===== src/rtl/stream_demux_1x2.sv =====
// Registered 1-to-2 stream demultiplexer: routes each accepted input word to one of
// two one-entry output registers, each with its own wrapping transfer counter.
module stream_demux_1x2 #(
    parameter int DW    = 4,
    parameter int CNT_W = 8
) (
    input  logic             clk,
    input  logic             rst,
    input  logic             in_valid,
    output logic             in_ready,
    input  logic [DW-1:0]    in_data,
    input  logic             in_select,
    output logic             out1_valid,
    input  logic             out1_ready,
    output logic [DW-1:0]    out1_data,
    output logic             out2_valid,
    input  logic             out2_ready,
    output logic [DW-1:0]    out2_data,
    output logic [CNT_W-1:0] cnt1,
    output logic [CNT_W-1:0] cnt2
);

    // Handshakes: a transfer happens on a rising edge where valid & ready are both 1.
    // The producer holds data/select stable while valid=1 and ready=0; outputs hold
    // data/valid stable while valid=1 and ready=0. ready never waits on valid.
    typedef enum logic {
        EMPTY = 1'b0,
        FULL  = 1'b1
    } ch_state_t;

    ch_state_t        st1_q, st1_d, st2_q, st2_d;
    logic [DW-1:0]    data1_q, data2_q;
    logic [CNT_W-1:0] cnt1_q, cnt2_q;
    logic             load1, load2, drain1, drain2;

    assign out1_valid = (st1_q == FULL);
    assign out2_valid = (st2_q == FULL);
    assign out1_data  = data1_q;
    assign out2_data  = data2_q;
    assign cnt1       = cnt1_q;
    assign cnt2       = cnt2_q;

    // A channel can take a word if empty or if it drains on this same edge.
    assign in_ready = !rst && (in_select ? (!out1_valid || out1_ready)
                                         : (!out2_valid || out2_ready));

    assign load1  = in_valid && in_ready && in_select;
    assign load2  = in_valid && in_ready && !in_select;
    assign drain1 = out1_valid && out1_ready;
    assign drain2 = out2_valid && out2_ready;

    always_comb begin
        st1_d = st1_q;
        st2_d = st2_q;
        if (load1)       st1_d = FULL;
        else if (drain1) st1_d = EMPTY;
        if (load2)       st2_d = FULL;
        else if (drain2) st2_d = EMPTY;
    end

    always_ff @(posedge clk or posedge rst) begin
        if (rst) begin
            st1_q   <= EMPTY;
            st2_q   <= EMPTY;
            data1_q <= '0;
            data2_q <= '0;
            cnt1_q  <= '0;
            cnt2_q  <= '0;
        end else begin
            st1_q <= st1_d;
            st2_q <= st2_d;
            if (load1)  data1_q <= in_data;
            if (load2)  data2_q <= in_data;
            if (drain1) cnt1_q  <= cnt1_q + 1'b1;
            if (drain2) cnt2_q  <= cnt2_q + 1'b1;
        end
    end

endmodule


===== config.mk =====
export PLATFORM = sky130hd
export DESIGN_NAME = stream_demux_1x2
export DESIGN_NICKNAME = d
export VERILOG_FILES = /design/src/rtl/stream_demux_1x2.sv
export SDC_FILE = /design/constraint.sdc
export NUM_CORES = 1
export LEC_CHECK = 0
export CAP_MARGIN = 20
export CELL_PAD_IN_SITES_DETAIL_PLACEMENT = 2
export CELL_PAD_IN_SITES_GLOBAL_PLACEMENT = 2
export CORE_MARGIN = 1.5
export CORE_UTILIZATION = 28
export CTS_CLUSTER_SIZE = 14
export DETAILED_ROUTE_END_ITERATION = 10
export GPL_ROUTABILITY_DRIVEN = 0
export PLACE_DENSITY = 0.84
export SLEW_MARGIN = 20
export SYNTH_ARGS = -nofsm -noshare
export SYNTH_HDL_FRONTEND = slang
export SYNTH_SLANG_ARGS = --single-unit

===== constraint.sdc =====
create_clock -name clk -period 1.5 [get_ports clk]
set_input_delay 0.3 -clock clk [delete_from_list [all_inputs] [get_ports clk]]
set_output_delay 0.3 -clock clk [all_outputs]
set_load 0.03 [all_outputs]

Word level (Yosys, flattened, before mapping)
Cells that the tools add are included.
W data, S select, Z words.
{"block": "word_totals", "ff_bits": 26, "output_inout_bits": 27, "in_bits": 10, "elab_cells": 27}
{"block": "classes", "reduce_logical": 14, "n_mux": 5, "add_sub_neg": 2}
{"operator": "$add A8 B1 Y8 const B", "count": 2}
{"operator": "$logic_and A1 B1 Y1", "count": 6}
{"operator": "$mux W1", "count": 5}
{"operator": "$logic_not A1 Y1", "count": 4}
{"operator": "$reduce_bool A2 Y1", "count": 2}
{"operator": "$logic_or A1 B1 Y1", "count": 2}

Depth between registers and ports, before layout
{"block": "depth", "ltp_word": 7, "ltp_mapped": 4, "depth_no_buf": 4}

Worst setup path after synthesis
Ideal clock, no wire load.
{"block": "synth_path", "path_kind": "register to output", "from": "register st2_q (netlist: out2_valid)", "to": "output in_ready", "stages_incl_launch_ff": 4, "arrival_time_ps": 1131, "n_path_buf": 0, "slack_ps": 69, "required_time_ps": 1200, "cell_sequence": "dfrtp_1 nand2b_1 mux2i_1 nor2_1"}
{"block": "synth_between", "elab_chain_len": 4}
{"item": "start, declared", "line": "31", "text": "ch_state_t st1_q, st1_d, st2_q, st2_d;"}
{"item": "start signal, assigned", "line": "71", "text": "st2_q <= st2_d;"}
{"item": "$logic_not A1 Y1", "line": "45", "text": ": (!out2_valid || out2_ready));"}
{"item": "$logic_or A1 B1 Y1", "line": "45"}
{"item": "$mux W1", "line": "44", "text": "assign in_ready = !rst && (in_select ? (!out1_valid || out1_ready)"}
{"item": "$logic_and A1 B1 Y1", "line": "44"}
{"item": "end, declared", "line": "10", "text": "output logic in_ready,"}
Every way passes these cells.

Worst setup path after layout
Same ends and word-level chain as after synthesis.

==> impl_metrics.ini <==
[sta]
tightest_slew_ns = 0.344
fin_crit_sh_pct = 103
max_freq_mhz = 646
fin_setup_tns_ns = -0.0475
setup_viol = 1
setup_ws_ns = -0.0475
slew_headroom_pct = 77.2
hold_violations = 0
slew_violations = 0
fin_worst_hold_slack_ns = 0.474
rsz0062_at_grt = yes
min_period_ns = 1.55
finalClockSkew_ns = 0.00210

[synth]
yosys.area.top_type = dfrtp_1
avgSynthCellArea_um2 = 13.1
synth_top_area_share_pct = 58.0
synth.yosys.seq_area_share_pct = 58.0
ys_warn_count = 0
synth_area_leaders = dfrtp_1 (58%), xnor2_1 (7.8%), mux2_2 (6.0%)
synth_cell_type_count = 22
syn-num-nets = 98
syn-cell-area_um2 = 1120
ys_seq_elements = 26
netlist_instances = 86

[pwr]
total_power_mw = 2.39
irDropWorstVdd_uv = 779
cellLeakagePower_nw = 0.860
powerDensity_nw_per_um2 = 1420

[clock_tree]
clk_pin_slew_ns = 0.09
cts_sinks = 26
cts-htree-levels = 1
numCtsBuffers = 3
clock_latency_ns = 0.26
cts_tree = yes
cts_root_buf = clkbuf_8
clock_path_buffers = 2

[cells_and_area]
drive_above_1_share_pct = 27.0
seqCellArea_um2 = 651
antennaDiodeCount = 0
fill_cells = 419
area_growth_pct = 50.2
nets = 155
fin_util_pct = 45.0
multi_input_comb_area_um2 = 473

[setup_path]
crit_required_ns = 1.20
regToRegStartpoint = out2_valid
cp_max_fo = 4
startpoint_type = register
path_buf_inv = 2
reg2reg_slack_ns = 0.10
crit_path_cell_trace = buf_6, nand2b_4, mux2i_2, nor2_1, buf_4
r2r_cells = 5
cp.arrival_ns = 1.25
timing.rr.end = out2_data[0]
slowest_delay_ns = 0.41
worstSetupPathType = register to output pin
slowest_stage = dfrtp_1
path_delay_family = flip-flops
crit_path_end_kind = output pin

[global_routing]
grt_pass1_vias = 1059
grt_max_degree = 16
antenna_found_initial = 0
grt_pass1_wl_mm = 5.25
grt_util_all_layers_pct = 15.9
grt_overflow_total = 0

[drt]
drt_iter0_markers = 1
wirelength_mm = 3.05
ant_nets = 0
vias = 868
avgViaCountPerCell = 4.59
wl_per_cell_um = 16.1
drc = 0
dr.pass1.iters = 2

[floorplanning]
die-width_um = 66.3
fp-row-count = 22
start_util_pct = 30.0
core_area_um2 = 3740
io_pins = 37
die_h_um = 66.3
die_area_um2 = 4400

[min_path]
hold_class = register to register
holdPathStages = 1
min_from = cnt2[7]
min_to = cnt2[7]

[job]
drv_cap = 0

[placed_design]
io_buffers = 36
dp_hpwl_mm = 2.28

[status]
violations = negative setup slack
status = complete, but fails checks
per-stage QoR:
step	std cells	setup WS (ns)	cell area, um^2
after floorplan	86	0.0691	1120
final	189	-0.0475	1690
after detailed placement	180	-0.199	1610
after global routing	189	-0.120	1690
after global placement	180	-0.152	1610
after CTS	186	-0.0880	1660
logic make-up after synthesis:
kind of cell | after synthesis | share of synthesized area (%)
xor+xnor | 14 | 10.9
fa+ha+maj | 2 | 2.23
mux | 11 | 12.3
simple gates | 31 | 15.3
buf+inv | 2 | 1.34
flops | 26 | 58.0
registers in the layout, summed over array words and instances, names as in the netlist:
| name | cells |
|---|---|
| cnt1 | 8 |
| out2_data | 4 |
| out1_data | 4 |
| out1_valid | 1 |
| cnt2 | 8 |
| out2_valid | 1 |
synth_stat cells (all sizes together):
| cell | instances |
|---|---|
| nor2b | 1 |
| nand3 | 2 |
| nor3 | 2 |
| and3 | 3 |
| nor2 | 3 |
| xnor2 | 10 |
| nand3b | 1 |
| nand2b | 2 |
| mux2 | 10 |
| and4 | 2 |
| mux2i | 1 |
| nand2 | 13 |
| nand4 | 2 |
| dfrtp | 26 |
| ha | 2 |
| inv | 1 |
| buf | 1 |
| xor2 | 4 |
worst reg2reg max path, cell delays in order (launching register included):
cell	delay (ns)
dfrtp_1	0.38
buf_6	0.12
nand2b_4	0.06
buf_4	0.14
nand3b_1	0.22
mux2_2	0.37
power by group:
part           switching [mW]  internal [mW]  leakage [nW]
Combinational           0.586          0.412         0.508
Clock                   0.209          0.180        0.0216
Sequential              0.141          0.865         0.331
Total                   0.935           1.46         0.860
cell usage in the layout (no fill, tap or decap), drive strengths merged:
master,instances
and3,3
and4,2
buf,18
clkbuf,3
clkdlybuf4s50,6
dfrtp,26
dlygate4sd2,29
ha,2
inv,1
mux2,10
mux2i,1
nand2,13
nand2b,2
nand3,2
nand3b,1
nand4,2
nor2,3
nor2b,1
nor3,2
xnor2,10
xor2,4
cell type report:
class / instances / area share [%]
Sequential cell: 26 / 38.6
Tap cell: 48 / 3.56
Clock buffer: 3 / 2.45
Inverter: 1 / 0.223
Multi-Input combinational cell: 58 / 28.1
Timing Repair Buffer: 53 / 27.1
how the worst max path moves through the flow:
stage                   endpoint  slack (ns)  cells after the start       start
detailed placement  out2_data[0]       -0.20                      4  out2_ready
CTS                     in_ready       -0.09                      5  out2_valid
global route            in_ready       -0.12                      5  out2_valid
floorplan               in_ready        0.07                      3  out2_valid
global placement    out2_data[3]       -0.15                      4  out2_ready
finish                  in_ready       -0.05                      5  out2_valid
per-layer routing:
metal	vias to the layer above	global-route usage, %	wire (um)
met2	22	31.1	1710
met4	0	2.30	0
met5	-	0	0
met1	446	17.7	1210
met3	0	3.41	135
li1	400	-	-
timing repair:
action	CTS	global route
pin swaps	1	1
resized for setup	33	1
setup endpoints to repair	27	1
hold buffers	0	0
buffers inserted	3	3
No activity file was read; power rests on OpenSTA's default activity.
